### src/rtl/cache_arb_pkg.sv
// cache_arb_pkg: shared FSM state, grant select type and tie-break helper
// Contents:
//   arb_state_t - arbiter FSM states IDLE / SERVE_I / SERVE_D
//   arb_sel_t   - which requester a decision refers to (SEL_I / SEL_D)
//   pick()      - winner for the current request pair; on a tie the side
//                 other than last_grant wins, so a constant SEL_I gives
//                 fixed dcache priority
package cache_arb_pkg;

    typedef enum logic [1:0] {IDLE, SERVE_I, SERVE_D} arb_state_t;

    typedef enum logic {SEL_I, SEL_D} arb_sel_t;

    function automatic arb_sel_t pick(input logic i_req, input logic d_req, input arb_sel_t last_grant);
        return (i_req && d_req) ? ((last_grant == SEL_I) ? SEL_D : SEL_I) : (d_req ? SEL_D : SEL_I);
    endfunction

endpackage

### src/rtl/cache_arbiter.sv
// cache_arbiter: shares one physical-memory port between icache and dcache
// Ports:
//   clk, rst_n          - clock, synchronous active-low reset
//   i_pmem_*            - icache side: read/write/address/wdata in, rdata/resp out
//   d_pmem_*            - dcache side: read/write/address/wdata in, rdata/resp out
//   pmem_*              - memory side: read/write/address/wdata out, rdata/resp in
// Configuration:
//   ARB_ROUND_ROBIN_EN  - defined: ties alternate via a last_grant register
//                         undefined: dcache always wins ties
module cache_arbiter
    import cache_arb_pkg::*;
#(
    parameter int ADDR_W = 32,
    parameter int LINE_W = 256
) (
    input  logic              clk,
    input  logic              rst_n,
    input  logic              i_pmem_read,
    input  logic              i_pmem_write,
    input  logic [ADDR_W-1:0] i_pmem_address,
    input  logic [LINE_W-1:0] i_pmem_wdata,
    output logic [LINE_W-1:0] i_pmem_rdata,
    output logic              i_pmem_resp,
    input  logic              d_pmem_read,
    input  logic              d_pmem_write,
    input  logic [ADDR_W-1:0] d_pmem_address,
    input  logic [LINE_W-1:0] d_pmem_wdata,
    output logic [LINE_W-1:0] d_pmem_rdata,
    output logic              d_pmem_resp,
    output logic              pmem_read,
    output logic              pmem_write,
    output logic [ADDR_W-1:0] pmem_address,
    output logic [LINE_W-1:0] pmem_wdata,
    input  logic [LINE_W-1:0] pmem_rdata,
    input  logic              pmem_resp
);

    arb_state_t state_q, state_d;
    arb_sel_t   last_grant, win;
    logic       i_pend, d_pend;

    assign i_pend = i_pmem_read | i_pmem_write;
    assign d_pend = d_pmem_read | d_pmem_write;
    assign win    = pick(i_pend, d_pend, last_grant);

`ifdef ARB_ROUND_ROBIN_EN
    arb_sel_t last_grant_q, last_grant_d;

    // Remember who was granted at the moment a SERVE state is entered
    always_comb last_grant_d = (state_q == IDLE && state_d != IDLE) ? win : last_grant_q;

    always_ff @(posedge clk) last_grant_q <= !rst_n ? SEL_I : last_grant_d;

    assign last_grant = last_grant_q;
`else
    // Constant SEL_I makes pick() hand every tie to the dcache
    assign last_grant = SEL_I;
`endif

    always_ff @(posedge clk) state_q <= !rst_n ? IDLE : state_d;

    // Every completion returns to IDLE, guaranteeing one idle cycle between grants
    always_comb begin
        state_d = (state_q == IDLE) ? ((i_pend | d_pend) ? ((win == SEL_D) ? SERVE_D : SERVE_I) : IDLE)
                                    : (pmem_resp ? IDLE : state_q);
    end

    always_comb begin
        pmem_read    = (state_q == SERVE_I) ? i_pmem_read    : (state_q == SERVE_D) ? d_pmem_read    : 1'b0;
        pmem_write   = (state_q == SERVE_I) ? i_pmem_write   : (state_q == SERVE_D) ? d_pmem_write   : 1'b0;
        pmem_address = (state_q == SERVE_I) ? i_pmem_address : (state_q == SERVE_D) ? d_pmem_address : '0;
        pmem_wdata   = (state_q == SERVE_I) ? i_pmem_wdata   : (state_q == SERVE_D) ? d_pmem_wdata   : '0;
        i_pmem_resp  = (state_q == SERVE_I) & pmem_resp;
        d_pmem_resp  = (state_q == SERVE_D) & pmem_resp;
    end

    assign i_pmem_rdata = pmem_rdata;
    assign d_pmem_rdata = pmem_rdata;

endmodule

### config.mk
export PLATFORM = sky130hd
export DESIGN_NAME = cache_arbiter
export DESIGN_NICKNAME = d
export VERILOG_FILES = /design/src/rtl/cache_arb_pkg.sv /design/src/rtl/cache_arbiter.sv
export SDC_FILE = /design/constraint.sdc
export NUM_CORES = 1
export LEC_CHECK = 0
export BUFFER_PORTS_ARGS = -buffer_cell sky130_fd_sc_hd__buf_2
export CORE_AREA = 2 2 631 633
export CTS_BUF_LIST = sky130_fd_sc_hd__clkbuf_16
export CTS_CLUSTER_DIAMETER = 60
export DETAILED_ROUTE_END_ITERATION = 10
export DIE_AREA = 0 0 633 635
export PLACE_DENSITY_LB_ADDON = 0.05
export SLEW_MARGIN = 10
export SYNTH_ARGS = -nofsm -noshare
export SYNTH_HDL_FRONTEND = slang
export SYNTH_SLANG_ARGS = --single-unit
### constraint.sdc
create_clock -name clk -period 1.43 [get_ports clk]
set_clock_uncertainty 0.1 [all_clocks]
set_input_delay 0.2145 -clock clk [delete_from_list [all_inputs] [get_ports clk]]
set_output_delay 0.2145 -clock clk [all_outputs]
set_load 0.05 [all_outputs]
==> results of run 1 <==
[cell usage after synthesis]
cell,count,area share (%)
sky130_fd_sc_hd__buf_2,32,2.3
sky130_fd_sc_hd__nand2b_1,1,0.089
sky130_fd_sc_hd__dfxtp_1,2,0.57
sky130_fd_sc_hd__nand2_1,1,0.053
sky130_fd_sc_hd__nand3b_1,1,0.11
sky130_fd_sc_hd__and2b_4,1,0.14
sky130_fd_sc_hd__nor2_1,2,0.11
sky130_fd_sc_hd__o21ai_0,2,0.14
sky130_fd_sc_hd__buf_4,512,55
sky130_fd_sc_hd__and2_1,2,0.18
sky130_fd_sc_hd__a21boi_1,1,0.11
sky130_fd_sc_hd__nor2b_1,1,0.089
sky130_fd_sc_hd__buf_6,32,5.1
sky130_fd_sc_hd__a22o_1,290,36
sky130_fd_sc_hd__o21ai_1,1,0.071
[power by group through the flow]
| stage | Combinational (W) | Sequential, W | Clock (W) |
|---|---|---|---|
| 2_1_floorplan | 0.00798 | 0.0000646 | 0 |
| 3_3_place_gp | 0.0108 | 0.0000687 | 0 |
| 3_5_place_dp | 0.0107 | 0.0000679 | 0 |
| 4_1_cts | 0.0116 | 0.0000683 | 0.000425 |
| 5_1_grt | 0.0130 | 0.0000690 | 0.000429 |
| 6_report | 0.0122 | 0.0000681 | 0.000418 |
[worst min-delay path by stage]
stage                    startpoint                end  depth (start not counted)
floorplan                     rst_n         state_q[0]                          2
global placement    pmem_rdata[207]  d_pmem_rdata[207]                          0
detailed placement  pmem_rdata[207]  d_pmem_rdata[207]                          0
CTS                           rst_n         state_q[1]                          2
global route                  rst_n         state_q[1]                          2
finish                        rst_n         state_q[1]                          2
[through the flow]
stage | instances | cell area, um2 | utilization [%]
finish | 6597 | 22600 | 5.72
global route | 6579 | 22600 | 5.71
CTS | 6530 | 20200 | 5.13
detailed placement | 6502 | 18600 | 4.72
global placement | 6502 | 18600 | 4.72
floorplan | 881 | 7600 | -
[cell families after synthesis]
group                  Yosys count  share of synthesized area (%)
buffers and inverters          576                           62.2
AOI/OAI and AO/OA              294                           36.5
and+or+nand+nor                  9                          0.766
DFF                              2                          0.570
[repair_timing]
item,CTS,global route
pin swaps,17,91
endpoints found under the setup margin,292,292
resized for setup,199,338
setup buffers,14,28
gates cloned,11,25
[per-layer routing]
| metal | track usage (%) | wire length (um) | share of wire (%) | up-vias |
|---|---|---|---|---|
| met4 | 0.953 | 3210 | 1.7 | 54 |
| li1 | - | - | - | 3635 |
| met3 | 7.24 | 32500 | 17 | 333 |
| met1 | 9.04 | 68800 | 36 | 4302 |
| met5 | 0.215 | 400 | 0.21 | - |
| met2 | 14.7 | 88300 | 46 | 1155 |
[area by class of cell]
type,count,area [um2]
fill,46600,372000
timing repair buffer,1026,11200
tap,5242,6560
sequential,2,42.5
clock buffer,3,75.1
antenna,21,52.6
multi-input combinational,303,4720
==> metrics.md, run 1 <==
| Metric | Value |
|---|---|
| Result of the run | `complete, but fails checks` |
| Violated checks | `setup timing` |
| Number of nets in the synthesized netlist | `1,720` |
| Number of buffers added by the clock tree synthesis step | `3` |
| MaxCap Viol Count | `0` |
| Power per Cell Area | `562 mW/mm2` |
| Most frequent standard cell in the layout excluding fill and tap cells | `sky130_fd_sc_hd__buf_2` |
| Switching Power | `0.00700 W` |
| Count of endpoints failing hold in the final timing report | `0` |
| Total of buffers placed on input and output ports | `slightly below 900` |
| Slowest CP cell | `sky130_fd_sc_hd__dfxtp_2` |
| TritonCTS clock tree | `done` |
| Largest net degree at the start of global routing | `44` |
| RSZ-0062 raised after global routing | `yes` |
| Setup_tns | `-190,660 ps` |
| Slew Viols, Final | `0` |
| Total global routing overflow | `0` |
| Ratio of final minimum period to clock period | `154%` |
| Startpoint class of the critical path | `register` |
| Switching Fraction | `roughly 55%` |
| Global Route Usage Sum | `8.96%` |
| Power Internal | `0.00569 W` |
| Yosys warning total | `0` |
| Buffers plus inverters on the worst setup path | `6` |
| Row cnt | `231` |
| Starting density of the core | `1.78%` |
| Placer Congestion | `0.733` |
| Most repeated library cell on the critical path | `sky130_fd_sc_hd__buf_12` |
| Wire length of the first global-routing pass | `roughly 210,000 um` |
| Share of layout cells above drive strength 1 | `99.3%` |
| Count of antenna-violating nets left after detailed routing | `0` |
| Number of global-route vias before repair | `9,946` |
| Synthesized area per cell | `7.97 um2` |
| Count of endpoints failing setup in the final report | `292` |
| Most used cells in the layout excluding fill and tap cells | `sky130_fd_sc_hd__buf_2, sky130_fd_sc_hd__buf_12, sky130_fd_sc_hd__a22o_4, sky130_fd_sc_hd__a22o_2, sky130_fd_sc_hd__buf_8` |
| Floorplan die height | `approximately 640 um` |
| Average routed wire per standard cell | `just under 30 um` |
| Max rail drop VDD | `~0.22 mV` |
| Number of buffers inserted for hold repair after clock tree synthesis | `0` |
| Number of antenna violations at the first check in global routing | `144` |
| Post-layout power | `0.0127 W` |
| Placeable Area | `0.395 mm2` |
| Slew headroom | `78.6%` |
| Setup Slack @ Placement | `-837 ps` |
| Combinational fraction of design power | `between 90% and 100%` |
| Endpoint of the worst register-to-register path | `state_q[1]` |
| Summed instance area of the synthesized netlist | `0.00702 mm2` |
| CP peak stage delay | `between 300 and 400 ps` |
| Endpoint arrival time on the critical path | `1890 ps` |
| H-tree Lvls | `1` |
| Post-synthesis sequential area ratio | `0.570%` |
| Cell chain of the critical path | `nor2b_4 -> buf_12 -> buf_12 -> buf_12 -> clkbuf_16 -> buf_12 -> a22o_4 -> buf_12` |
| Number of vias per cell | `1.44` |
| Clk network pwr share | `3.3%` |
| Crit path to | `pmem_wdata[225]` |
| Reported leakage power | `8.33 nW` |
| Iteration-0 DRC count of the detailed router | `around 330` |
| CP Data Required Time | `1120 ps` |
| Sequential Power Share | `0.5%` |
| Clock tree buffer depth | `2` |
| Reg2reg path depth | `4` |
| Cell family contributing the most delay on the critical path | `buffers and inverters` |
| Horiz. Die Dim | `633 um` |
| Final Worst Setup Slack | `-777 ps` |
| Vias post-DR | `9,479` |
| Top-level I/O count | `1,643` |
| CP startpoint | `state_q[0]` |
| Sum of routed wire length over all layers | `193,000 um` |
| Fin crit period | `2210 ps` |
| Critical path peak fanout | `5` |
| Largest reg by FF count | `state_q` |
| Least-Margin Pin Slew | `321 ps` |
| Area delta synth->final | `222%` |
| Final-layout worst hold slack | `~180 ps` |
| Maximum clock frequency | `~0.45 GHz` |
| Largest registers in the final layout | `state_q: 2 flops` |
| Number of instances in the synthesized netlist | `881` |
| Number of logic stages on the critical path including buffering | `8` |
| DP HPWL | `approximately 170,000 um` |
| Die area | `between 0.4 and 0.5 mm2` |
| Clock root buffer master | `sky130_fd_sc_hd__clkbuf_16` |
| Clock latency on the worst-skew pair | `220 ps` |
| Endpoint type of the worst setup path | `output port` |
| Type of the worst setup path | `reg -> out` |
| Flip-flop count of the largest register after layout | `2` |
| Number of unique standard cell types used by synthesis | `15` |
| Post-detailed-route DRC marker count | `0` |
| FF+latch count, synth | `2` |
| Source of the worst register-to-register timing path | `state_q[0]` |
| Count of clock tree sinks | `2` |
| Final Net Count | `2,175` |
| Path class of the lowest-slack min-delay path | `in -> reg` |
| FF-to-FF setup slack | `roughly 400 ps` |
| Iteration count of the initial detailed-routing pass | `4` |
| Clock-pin transition on the worst setup and hold timing paths | `30 ps` |
Note: power is estimated with default switching activity, not from simulation.
==> run 2: changes to the inputs <==
REMOVE_ABC_BUFFERS = 1   (was unset)
==> run 2 against run 1 <==
Effect of this change:
- the run still ends with setup timing left
- non-clock buffer count is 15 lower
- hold slack better by 30 ps
- routed wire length is 110% higher
- via count is 42% higher
- die area stayed put
- critical endpoint is now pmem_wdata[170]
- cell count hardly changed
==> metrics.md, run 2 (synthesis results as in run 1) <==
| Metric | Value |
|---|---|
| Share of layout cells above drive strength 1 | `between 80% and 90%` |
| Count of endpoints failing setup in the final report | `292` |
| Clock-pin transition on the worst setup and hold timing paths | `30 ps` |
| Result of the run | `complete, but fails checks` |
| Number of global-route vias before repair | `10.8k` |
| RSZ-0062 raised after global routing | `yes` |
| Path class of the lowest-slack min-delay path | `in -> reg` |
| Number of vias per cell | `2.04` |
| Largest reg by FF count | `state_q` |
| Final-layout worst hold slack | `214 ps` |
| Power per Cell Area | `568 mW/mm2` |
| Wire length of the first global-routing pass | `428,000 um` |
| Startpoint class of the critical path | `register` |
| Power Internal | `0.00527 W` |
| Final Worst Setup Slack | `-756 ps` |
| Type of the worst setup path | `reg -> out` |
| Flip-flop count of the largest register after layout | `2` |
| Fin crit period | `2190 ps` |
| Post-route non-filler standard cell count | `6,593` |
| Post-detailed-route DRC marker count | `0` |
| Slew headroom | `77.3%` |
| DP HPWL | `about 360,000 um` |
| Floorplan die height | `635 um` |
| Total global routing overflow | `0` |
| Switching Fraction | `about 57%` |
| Setup_tns | `-181,550 ps` |
| CP Data Required Time | `between 1000 and 1500 ps` |
| Wl on met1 | `~120,000 um` |
| Endpoint arrival time on the critical path | `1870 ps` |
| Die area | `0.402 mm2` |
| Clk network pwr share | `3.4%` |
| Largest net degree at the start of global routing | `44` |
| Hold wc startpoint | `rst_n` |
| Top-level I/O count | `1,643` |
| Most used cells in the layout excluding fill and tap cells | `sky130_fd_sc_hd__buf_2, sky130_fd_sc_hd__buf_12, sky130_fd_sc_hd__a22o_4, sky130_fd_sc_hd__a22o_1, sky130_fd_sc_hd__buf_6` |
| Row cnt | `~230` |
| Sequential Power Share | `0.6%` |
| Final Net Count | `2,160` |
| Clock tree buffer depth | `2` |
| Slew Viols, Final | `0` |
| Cell chain of the critical path | `and2b_4 -> buf_12 -> buf_16 -> buf_12 -> buf_8 -> a22o_4 -> buf_12` |
| Area delta synth->final | `205%` |
| Global Route Usage Sum | `a little under a fifth` |
| Routed wire length on met2 | `between 150,000 and 200,000 um` |
| Number of fillers in the final layout | `46.8k` |
| Placed Cells incl. Taps | `6,500` |
| Setup Slack @ Placement | `-1010 ps` |
| Count of endpoints failing hold in the final timing report | `0` |
| Violated checks | `setup timing` |
| Post-layout power | `0.0122 W` |
| CP startpoint | `state_q[0]` |
| Count of clock tree sinks | `2` |
| Horiz. Die Dim | `633 um` |
| Number of buffers added by the clock tree synthesis step | `3` |
| Vias post-DR | `around 13k` |
| Sum of routed wire length over all layers | `403,000 um` |
| Combinational fraction of design power | `between 90% and 100%` |
| Average routed wire per standard cell | `61.2 um` |
| Buffers plus inverters on the worst setup path | `5` |
| Maximum clock frequency | `roughly 0.46 GHz` |
| Clock latency on the worst-skew pair | `220 ps` |
| Max rail drop VDD | `0.336 mV` |
| Critical path peak fanout | `7` |
| TritonCTS clock tree | `done` |
| Count of antenna-violating nets left after detailed routing | `0` |
| Source of the worst register-to-register timing path | `state_q[1]` |
| Endpoint type of the worst setup path | `output port` |
| Switching Power | `about 0.007 W` |
| Placer Congestion | `1.28` |
| Ratio of final minimum period to clock period | `153%` |
| Most repeated library cell on the critical path | `sky130_fd_sc_hd__buf_12` |
| Reported leakage power | `slightly below 8 nW` |
| CP peak stage delay | `330 ps` |
| Largest registers in the final layout | `state_q: 2 flops` |
| Least-Margin Pin Slew | `341 ps` |
| Slowest CP cell | `sky130_fd_sc_hd__dfxtp_2` |
| Iteration-0 DRC count of the detailed router | `1,322` |
| Clock root buffer master | `sky130_fd_sc_hd__clkbuf_16` |
| Met3 Routed Length | `105,000 um` |
| H-tree Lvls | `1` |
| Most frequent standard cell in the layout excluding fill and tap cells | `sky130_fd_sc_hd__buf_2` |
| Number of antenna violations at the first check in global routing | `a little under 300` |
| MaxCap Viol Count | `0` |
| Iteration count of the initial detailed-routing pass | `5` |
| Total of buffers placed on input and output ports | `874` |
| Cell family contributing the most delay on the critical path | `buffers and inverters` |
| Placeable Area | `0.395 mm2` |
| Starting density of the core | `1.78%` |
| Highest routed layer | `met5` |
[run 2: changes by cell type in the layout (fill, tap and decap cells not counted), sizes merged]
cell | before | now
buf | 1003 | 990
clkbuf | 25 | 22
diode | 21 | 32
bufbuf | 1 | 2
[run 2: final timing paths]
| path | to | slack [ps] | cells past startpoint |
|---|---|---|---|
| setup reg to reg | state_q[1] | 390 | 4 |
| hold / removal | state_q[1] | 210 | 2 |
| setup / recovery | pmem_wdata[170] | -760 | 7 |
| hold reg to reg | state_q[1] | 550 | 3 |
[run 2: power groups by stage]
stage          Clock [W]  Combinational (W)  Sequential (W)
5_1_grt         0.000436             0.0122       0.0000682
6_report        0.000419             0.0117       0.0000677
3_5_place_dp           0             0.0104       0.0000673
4_1_cts         0.000425             0.0117       0.0000680
3_3_place_gp           0             0.0105       0.0000687
2_1_floorplan          0            0.00375       0.0000646
[run 2: what timing repair did]
item | CTS | global route
hold endpoints to repair | 0 | 0
pin swaps | 67 | 51
setup buffers | 30 | 19
cloned | 16 | 13
resized for setup | 324 | 92
hold buffers | 0 | 0
endpoints found under the setup margin | 292 | 292
[run 2: area by class of cell]
class                           count  area (um2)  area share [%]
Antenna cell                       32        80.1           0.374
Clock buffer                        3        75.1           0.351
Multi-Input combinational cell    303        4010            18.7
Sequential cell                     2        42.5           0.199
Tap cell                         5242        6560            30.7
Timing Repair Buffer             1011       10600            49.7
[run 2: through the flow]
| stage | area, um2 | utilization [%] |
|---|---|---|
| 2_1_floorplan | 2660 | - |
| 3_3_place_gp | 18200 | 4.61 |
| 3_5_place_dp | 18200 | 4.61 |
| 4_1_cts | 20600 | 5.21 |
| 5_1_grt | 21300 | 5.40 |
| 6_report | 21400 | 5.42 |
[run 2: routing by layer]
layer,vias up,GRT usage (%)
met5,-,17.6
met1,5857,15.6
met4,178,2.11
met2,3223,27.8
met3,614,24.0
li1,3600,-
==> run 3: changes to the inputs <==
BUFFER_PORTS_ARGS = -buffer_cell sky130_fd_sc_hd__clkbuf_2   (was -buffer_cell sky130_fd_sc_hd__buf_2)
==> run 3 against run 2 <==
Effect of this change:
- the run still ends with setup timing left
- global-route usage about the same
- routed wire length decreased by 0.69%
- worst setup slack improved by 30 ps
- highest routed layer unchanged
==> metrics.md, run 3 (synthesis results as in run 1) <==
| Metric | Value |
|---|---|
| Result of the run | `complete, but fails checks` |
| Violated checks | `setup timing` |
| Die area | `0.402 mm2` |
| Global Route Usage Sum | `19.2%` |
| CP Data Required Time | `1120 ps` |
| Row cnt | `231` |
| Average routed wire per standard cell | `60.3 um` |
| Slew Viols, Final | `0` |
| Post-layout power | `~0.013 W` |
| H-tree Lvls | `1` |
| Horiz. Die Dim | `633 um` |
| Area delta synth->final | `235%` |
| CP peak stage delay | `around 350 ps` |
| Startpoint class of the critical path | `register` |
| Number of buffers added by the clock tree synthesis step | `3` |
| Flip-flop count of the largest register after layout | `2` |
| TritonCTS clock tree | `done` |
| Sum of routed wire length over all layers | `around 400,000 um` |
| Wire length of the first global-routing pass | `430,000 um` |
| Largest reg by FF count | `state_q` |
| Final Worst Setup Slack | `-726 ps` |
| Met3 track utilization from global routing | `25.3%` |
| Clock root buffer master | `sky130_fd_sc_hd__clkbuf_16` |
| Largest net degree at the start of global routing | `25` |
| Slowest CP cell | `sky130_fd_sc_hd__a22o_4` |
| Iteration count of the initial detailed-routing pass | `5` |
| Most frequent standard cell in the layout excluding fill and tap cells | `sky130_fd_sc_hd__clkbuf_2` |
| Count of endpoints failing setup in the final report | `292` |
| Final Net Count | `approximately 2.2k` |
| Post-layout utilization of the core | `5.96%` |
| GRT met2 Usage | `between 20 and 30%` |
| Placer Congestion | `1.30` |
| Vias post-DR | `13.4k` |
| Top-level I/O count | `1,643` |
| DP HPWL | `364,000 um` |
| Placeable Area | `0.395 mm2` |
| Critical path peak fanout | `6` |
| Post-detailed-route DRC marker count | `0` |
| Min-Delay Path Depth | `2` |
| RSZ-0062 raised after global routing | `yes` |
| Total of buffers placed on input and output ports | `874` |
| Total global routing overflow | `0` |
| Clock latency on the worst-skew pair | `~220 ps` |
| Count of clock tree sinks | `2` |
| Fin crit period | `roughly 2200 ps` |
| Iteration-0 DRC count of the detailed router | `1,436` |
| Placement Cell Area | `0.0193 mm2` |
| Number of buffers inserted for hold repair after clock tree synthesis | `0` |
| Slew headroom | `approximately 75%` |
| Number of antenna violations at the first check in global routing | `218` |
| Maximum clock frequency | `0.464 GHz` |
| Least-Margin Pin Slew | `between 300 and 400 ps` |
| Final Cell Area | `0.0235 mm2` |
| Setup Slack @ Placement | `-1200 ps` |
| Share of layout cells above drive strength 1 | `95.9%` |
| Count of antenna-violating nets left after detailed routing | `0` |
| Number of global-route vias before repair | `10.9k` |
| Reported leakage power | `8.83 nW` |
| Starting density of the core | `1.78%` |
| Number of fillers in the final layout | `46.6k` |
| Most used cells in the layout excluding fill and tap cells | `sky130_fd_sc_hd__clkbuf_2, sky130_fd_sc_hd__buf_12, sky130_fd_sc_hd__a22o_4, sky130_fd_sc_hd__a22o_1, sky130_fd_sc_hd__buf_6` |
| Endpoint arrival time on the critical path | `between 1500 and 2000 ps` |
| Max rail drop VDD | `0.281 mV` |
| Number of vias per cell | `2.02` |
| Type of the worst setup path | `reg -> out` |
| Reg2reg path depth | `4` |
| Setup_tns | `-176,330 ps` |
| Power per Cell Area | `about 570 mW/mm2` |
| Largest registers in the final layout | `state_q: 2 flops` |
| Clock tree buffer depth | `2` |
| Global route hottest layer | `met2` |
| Met1 Usage GRT | `between 10% and 20%` |
| Count of endpoints failing hold in the final timing report | `0` |
| Cell chain of the critical path | `and2b_4 -> buf_12 -> buf_16 -> buf_16 -> a22o_4 -> buf_12` |
| Path class of the lowest-slack min-delay path | `in -> reg` |
| Floorplan die height | `between 600 and 700 um` |
| Clock-pin transition on the worst setup and hold timing paths | `30 ps` |
| Ratio of final minimum period to clock period | `151%` |
| MaxCap Viol Count | `0` |
| Endpoint type of the worst setup path | `output port` |
-- run 3: cell count changes in the layout (fill, tap and decap cells not counted), sizes merged --
cell    delta
buf      -512
diode     -11
bufbuf     -2
clkbuf   +570
-- run 3: final timing paths --
kind         slack (ps)        from         endpoint
max                -730  state_q[0]  pmem_address[5]
min                 210       rst_n       state_q[1]
max reg2reg         430  state_q[1]       state_q[1]
min reg2reg         510  state_q[0]       state_q[0]
-- run 3: through the flow --
stage               instances  hold WS, ps
detailed placement       6521          338
finish                   6638          211
CTS                      6596          203
global placement         6521          338
global route             6627          206
floorplan                 305          261
-- run 3: where the power goes --
group | switching (W) | leakage (nW) | internal [W]
Combinational | 0.00714 | 8.78 | 0.00573
Sequential | 0.00000473 | 0.0172 | 0.0000617
Clock | 0.0000670 | 0.0371 | 0.000356
-- run 3: final cells by class --
cell class              count  area [um2]  area share (%)
diodes                     21        52.6           0.223
clock buffers               3        75.1           0.319
multi-input cells         303        4760            20.2
flip-flops and latches      2        42.5           0.181
well taps                5242        6560            27.9
repair buffers           1067       12000            51.2
-- run 3: worst max-delay path, delay by kind of cell, from the launching register on --
kind / cells / cell delay [ps]
AND/OR/NAND/NOR: 1 / 210
flip-flops: 1 / 320
buffers and inverters: 4 / 650
AO/OA/AOI/OAI: 1 / 350
-- run 3: timing repair --
action,in CTS,in global routing
pin swaps,83,91
cloned,24,8
setup endpoints to repair,292,292
gates resized for setup,348,159
buffers inserted,58,33
-- run 3: per-layer routing --
metal	part of all wire [%]	vias up	routed length [um]
li1	-	3702	-
met1	27	5868	109000
met2	40	3214	161000
met3	28	490	112000
met4	2.1	164	8260
met5	2.4	-	9780
